`config.mk`:
```
export PLATFORM = sky130hd
export DESIGN_NAME = fetch_stage
export DESIGN_NICKNAME = d
export VERILOG_FILES = /design/src/rtl/fetch_stage.sv
export SDC_FILE = /design/constraint.sdc
export NUM_CORES = 1
export LEC_CHECK = 0
export CAP_MARGIN = 10
export CORE_AREA = 4 4 137 139
export CTS_BUF_LIST = sky130_fd_sc_hd__clkbuf_8
export CTS_CLUSTER_DIAMETER = 120
export DETAILED_ROUTE_END_ITERATION = 10
export DIE_AREA = 0 0 141 143
export HOLD_SLACK_MARGIN = 0.12
export PLACE_DENSITY_LB_ADDON = 0.1
export SYNTH_ARGS = -nofsm -noshare
export SYNTH_HDL_FRONTEND = slang
export SYNTH_SLANG_ARGS = --single-unit
```
`constraint.sdc`:
```
create_clock -name clk -period 2.5 [get_ports clk]
set_clock_uncertainty 0.05 [all_clocks]
set_input_delay 0.5 -clock clk [delete_from_list [all_inputs] [get_ports clk]]
set_output_delay 0.5 -clock clk [all_outputs]
set_load 0.01 [all_outputs]
```
`src/rtl/fetch_stage.sv`:
```
// Instruction-fetch stage: owns the PC, addresses the instruction ROM and
// fills the IF/ID register; halts on an illegal fetch address until redirected.
module fetch_stage #(
    parameter logic [31:0] RESET_PC  = 32'h0000_0000,
    parameter int          MEM_WORDS = 64
) (
    input  logic        clk,
    input  logic        reset,
    input  logic        stall,
    input  logic        redirect,
    input  logic [31:0] redirect_pc,
    output logic [31:0] imem_addr,
    input  logic [31:0] imem_data,
    output logic        id_valid,
    output logic [31:0] id_instr,
    output logic [31:0] id_pc,
    output logic [31:0] id_pc_plus4,
    output logic        fetch_fault,
    output logic [31:0] fault_pc,
    output logic [31:0] fetch_count
);

    localparam logic [31:0] MEM_BYTES = 32'(4 * MEM_WORDS);

    typedef enum logic {
        RUN  = 1'b0,
        HALT = 1'b1
    } state_t;

    state_t      state_q, state_d;
    logic [31:0] pc_q, pc_d;
    logic        id_valid_q, id_valid_d;
    logic [31:0] id_instr_q, id_instr_d;
    logic [31:0] id_pc_q, id_pc_d;
    logic [31:0] id_pc_plus4_q, id_pc_plus4_d;
    logic        fault_q, fault_d;
    logic [31:0] fault_pc_q, fault_pc_d;
    logic [31:0] count_q, count_d;
    logic        pc_illegal;

    // Range check is a full 32-bit compare so wrapped/huge targets still fault.
    assign pc_illegal = (pc_q[1:0] != 2'b00) || (pc_q >= MEM_BYTES);

    always_ff @(posedge clk) begin
        if (reset) begin
            state_q       <= RUN;
            pc_q          <= RESET_PC;
            id_valid_q    <= 1'b0;
            id_instr_q    <= 32'h0;
            id_pc_q       <= 32'h0;
            id_pc_plus4_q <= 32'h0;
            fault_q       <= 1'b0;
            fault_pc_q    <= 32'h0;
            count_q       <= 32'h0;
        end else begin
            state_q       <= state_d;
            pc_q          <= pc_d;
            id_valid_q    <= id_valid_d;
            id_instr_q    <= id_instr_d;
            id_pc_q       <= id_pc_d;
            id_pc_plus4_q <= id_pc_plus4_d;
            fault_q       <= fault_d;
            fault_pc_q    <= fault_pc_d;
            count_q       <= count_d;
        end
    end

    always_comb begin
        state_d       = state_q;
        pc_d          = pc_q;
        id_valid_d    = id_valid_q;
        id_instr_d    = id_instr_q;
        id_pc_d       = id_pc_q;
        id_pc_plus4_d = id_pc_plus4_q;
        fault_d       = fault_q;
        fault_pc_d    = fault_pc_q;
        count_d       = count_q;

        if (redirect) begin
            // The word fetched this cycle is wrong-path; drop it even when stalled.
            pc_d       = redirect_pc;
            id_valid_d = 1'b0;
            state_d    = RUN;
            fault_d    = 1'b0;
        end else begin
            case (state_q)
                RUN: begin
                    if (!stall) begin
                        if (pc_illegal) begin
                            state_d    = HALT;
                            fault_d    = 1'b1;
                            fault_pc_d = pc_q;
                            id_valid_d = 1'b0;
                        end else begin
                            id_instr_d    = imem_data;
                            id_pc_d       = pc_q;
                            id_pc_plus4_d = pc_q + 32'd4;
                            id_valid_d    = 1'b1;
                            pc_d          = pc_q + 32'd4;
                            count_d       = count_q + 32'd1;
                        end
                    end
                end
                HALT: begin
                    id_valid_d = 1'b0;
                end
                default: begin
                    state_d = RUN;
                end
            endcase
        end
    end

    assign imem_addr   = pc_q;
    assign id_valid    = id_valid_q;
    assign id_instr    = id_instr_q;
    assign id_pc       = id_pc_q;
    assign id_pc_plus4 = id_pc_plus4_q;
    assign fetch_fault = fault_q;
    assign fault_pc    = fault_pc_q;
    assign fetch_count = count_q;

endmodule

```
==> metrics.csv <==
stage;metric;value;unit
synth;synthArstFlopShare;0;%
routing;drt-pass1-iter-count;4;
grt;grt_antenna_before_repair;0;
worst_hold_path;min_delay_worst_endpoint;fetch_count[2];
synth;synth_edf_count;0;
setup_path;worst-path-buf-inv;1;
setup_path;worstReg2RegStart;state_q;
sta;post-route-period-util;101.0;%
floorplan;floorplan.die_area;0.02016;mm2
synth;synth-xor-area-share;2.981;%
floorplan;placeableCoreArea;0.01766;mm2
synth;post_synthesis_sequential_area_ratio;54.79;%
synth;netlist-cell-type-count;38;
clock_tree;cts.hold.buffers_added;0;
setup_path;worstReg2RegEnd;fetch_count[31];
sta;fin_ws;-0.02461;ns
final_layout;finish.utilization;59.85;%
pwr;power.share.switching;25.47;%
worst_hold_path;holdCritPathClass;primary input to register;
sta;fmax;396.1;MHz
grt;grt_max_degree;52;
final_layout;fillerInstances;1632;
setup_path;timing.critical_path.from_type;primary input;
setup_path;timing_worst_setup_path_type;primary input to register;
pwr;seq_power_share;54.8;%
sta;min_period;2.525;ns
setup_path;crit_path_max_delay_cell_type;or4b_1;
clock_tree;clock_sinks;193;
setup_path;required;2.79;ns
sta;timing_worst_slew_pin_value;0.6206;ns
grt;grt_pass1_vias;6083;
synth;netlist_area;0.007052;mm2
setup_path;timing.critical_path.arrival;2.82;ns
synth;synthesis.area_per_instance;8.826;um2
clock_tree;clk_pin_slew;0.10;ns
routing;drt_iter0_markers;325;
final_layout;post_layout_net_count;1131;
synth;synth_cells;799;
final_layout;final_layout_size_suffix_gt1_share;8.201;%
sta;fin_hold_ws;0.3780;ns
routing;drcViolationCount;0;
synth;yosys_warning_total;0;
floorplan;row_count;49;
placed_design;gp_congestion;0.8261;
floorplan;boundaryPins;262;
final_layout;antenna_cells_inserted;0;
sta;final_max_slew_viol_count;0;
worst_hold_path;hold_start;reset;
grt;global_route.usage.total;20.02;%
grt;globalRouteMet1Util;26.84;%
setup_path;critical-path-max-stage-delay;0.50;ns
outcome;outcome;finished, violations left;
setup_path;rrSetupSlack;0.13;ns
routing;route.antenna.remaining_nets;0;
pwr;power_consumption;5.786;mW
grt;groute.layer.met2.usage;30.57;%
routing;drt-total-wl;20560;um
pwr;pwr_density_cell;547.5;mW/mm2
synth;ff_latch_count_synth;193;
sta;grt_setup_unrepaired;true;
routing;avgRoutedWirePerCell;15.79;um
synth;syn-num-nets;870;
synth;synth_simple_gate_area_share;24.10;%
clock_tree;clock_latency_of_the_later_clocked_register_in_the_worst_skew_pair;0.46;ns
sta;finalHoldViolations;0;
placed_design;place.port_buffers;261;
floorplan;initial_core_util;39.94;%
synth;post_synth_fa_ha_maj_area_fraction;0.5323;%
setup_path;crit_path_end_kind;register;
setup_path;critical_path_depth;6;
floorplan;die_wd;141;um
grt;met3_usage;7.904;%
setup_path;critical_path.cell_chain;clkdlybuf4s50_1 -> or4b_1 -> or4_1 -> or4_4 -> nor3_4 -> mux2_2;
pwr;power.combinational.fraction;8.9;%
synth;synthMuxAreaShare;4.028;%
setup_path;timing.critical_path.max_delay_family;simple AND/OR/NAND/NOR gates;
routing;via_per_inst;4.889;
final_layout;areaGrowthSynthToFinish;49.86;%
setup_path;critical_path.max_fanout;6;
setup_path;worstRegToRegCells;5;
sta;max-slew-margin-rel;58.63;%
pwr;p_leak;3.974;nW
worst_hold_path;hold_depth;2;
placed_design;detailedPlace.worstSlack;-0.5088;ns
placed_design;dpl_cell_area;0.01011;mm2
synth;post_synthesis_compound_gate_area_fraction;9.244;%
final_layout;layout_commonest_cell;clkdlybuf4s50_1;
pwr;worst_ir_drop_vdd;0.3132;mV
grt;globalRoute.busiestLayer;met2;
grt;grt_pass1_wl;32690;um
placed_design;post_detailed_placement_half_perimeter_wirelength;14260;um
pwr;p_int;4.312;mW
outcome;failing_checks;setup timing;
clock_tree;cts_htree_levels;4;
clock_tree;cts_tree;yes;
synth;most_used_flip_flop_cell_after_synthesis;dfxtp_1;
floorplan;die_y;143;um
clock_tree;root_buffer;clkbuf_8;
final_layout;most_frequent_cells_in_the_layout;259 x clkdlybuf4s50_1, 193 x dfxtp_1, 149 x nand2_1;
pwr;clock_power_share;36.3;%
pwr;p_switching;1.474;mW
routing;vias;6366;
sta;report.final.setup_viol;1;
clock_tree;cts_made_buffers;17;
job;drv_cap;0;
final_layout;postLayoutCellArea;0.01057;mm2
grt;grt_remaining_overflow;0;
clock_tree;cts_buffer_depth;2;
synth;main_combinational_cell_family_by_area_after_synthesis;simple AND/OR/NAND/NOR gates;
-- final cells by class --
class                           count  area, um2  area share (%)
Clock buffer                       20      275.3           2.605
Clock inverter                     12      140.1           1.326
Inverter                           17      63.81          0.6038
Multi-Input combinational cell    529       2934           27.76
Sequential cell                   193       3864           36.56
Tap cell                          229      286.5           2.711
Timing Repair Buffer              302       3004           28.43
-- layer usage --
metal	part of all wire, %	wire (um)	vias to the layer above
li1	-	-	3229
met1	46	9430	2910
met2	45	9149	213
met3	8.7	1797	14
met4	0.88	180	0
met5	0	0	-
-- cell usage after synthesis (4+ instances only) --
master	count	area [um2]
xor2_1	7	61.31
a21oi_1	93	465.5
a211oi_1	5	37.54
or4_1	7	52.55
and4_1	4	35.03
and3_1	55	344.1
inv_1	17	63.81
nor3_1	9	45.04
clkbuf_1	52	195.2
nand4_1	12	75.07
mux2i_1	25	250.2
nand3_1	19	95.09
o21a_1	6	45.04
nor2_1	54	202.7
nor4_1	20	125.1
nand2_1	149	559.3
or3_1	12	75.07
nor2b_1	4	25.02
buf_1	4	15.01
xnor2_1	17	148.9
dfxtp_1	193	3864
o21ai_0	10	50.05
-- power groups by stage --
stage          Sequential (mW)  Clock, mW  Combinational [mW]
6_report                  3.17       2.10               0.514
5_1_grt                   3.18       2.32               0.560
3_5_place_dp              3.24          0               0.513
4_1_cts                   3.17       2.17               0.517
3_3_place_gp              3.24          0               0.512
2_1_floorplan             3.25          0               0.184
-- worst register-to-register path, delay by kind of cell (launching register included) --
family           cells  cell delay, ns
AND/OR/NAND/NOR      4            1.57
multiplexers         1            0.34
flip-flops           1            0.32
-- stage by stage --
stage	instances	setup TNS [ns]
after floorplan	799	-0.2325
after global placement	1269	-2.147
after detailed placement	1269	-2.665
after CTS	1301	0
after global routing	1302	-0.08790
final	1302	-0.02461
-- registers in the layout, indices dropped and copies added (netlist names) --
signal       flops
fault_pc        32
fetch_count     32
fetch_fault      1
id_instr        32
id_pc           32
id_pc_plus4     30
id_valid         1
imem_addr       32
state_q          1
-- how the worst max path moves through the flow --
stage                   from         endpoint  slack, ns
finish                 stall  fetch_count[31]      -0.02
global placement       stall  fetch_count[31]      -0.47
detailed placement     stall  fetch_count[31]      -0.51
CTS                    stall  fetch_count[31]      0.002
global route           stall  fetch_count[31]      -0.05
floorplan           redirect  fetch_count[31]      -0.12
-- kinds of logic (layout without fill, tap and decap cells) --
| kind of cell | count (synthesis) | count (layout) |
|---|---|---|
| multiplexers | 28 | 28 |
| adder cells (fa/ha/maj) | 3 | 3 |
| flip-flops | 193 | 193 |
| AND/OR/NAND/NOR | 353 | 353 |
| XOR/XNOR | 24 | 24 |
| buffers and inverters | 77 | 351 |
| AO/OA/AOI/OAI | 121 | 121 |
-- timing repair --
item	CTS	global route
resized for setup	2	4
setup endpoints to repair	1	14
setup buffers	0	1
No activity file was read; power rests on OpenSTA's default activity.
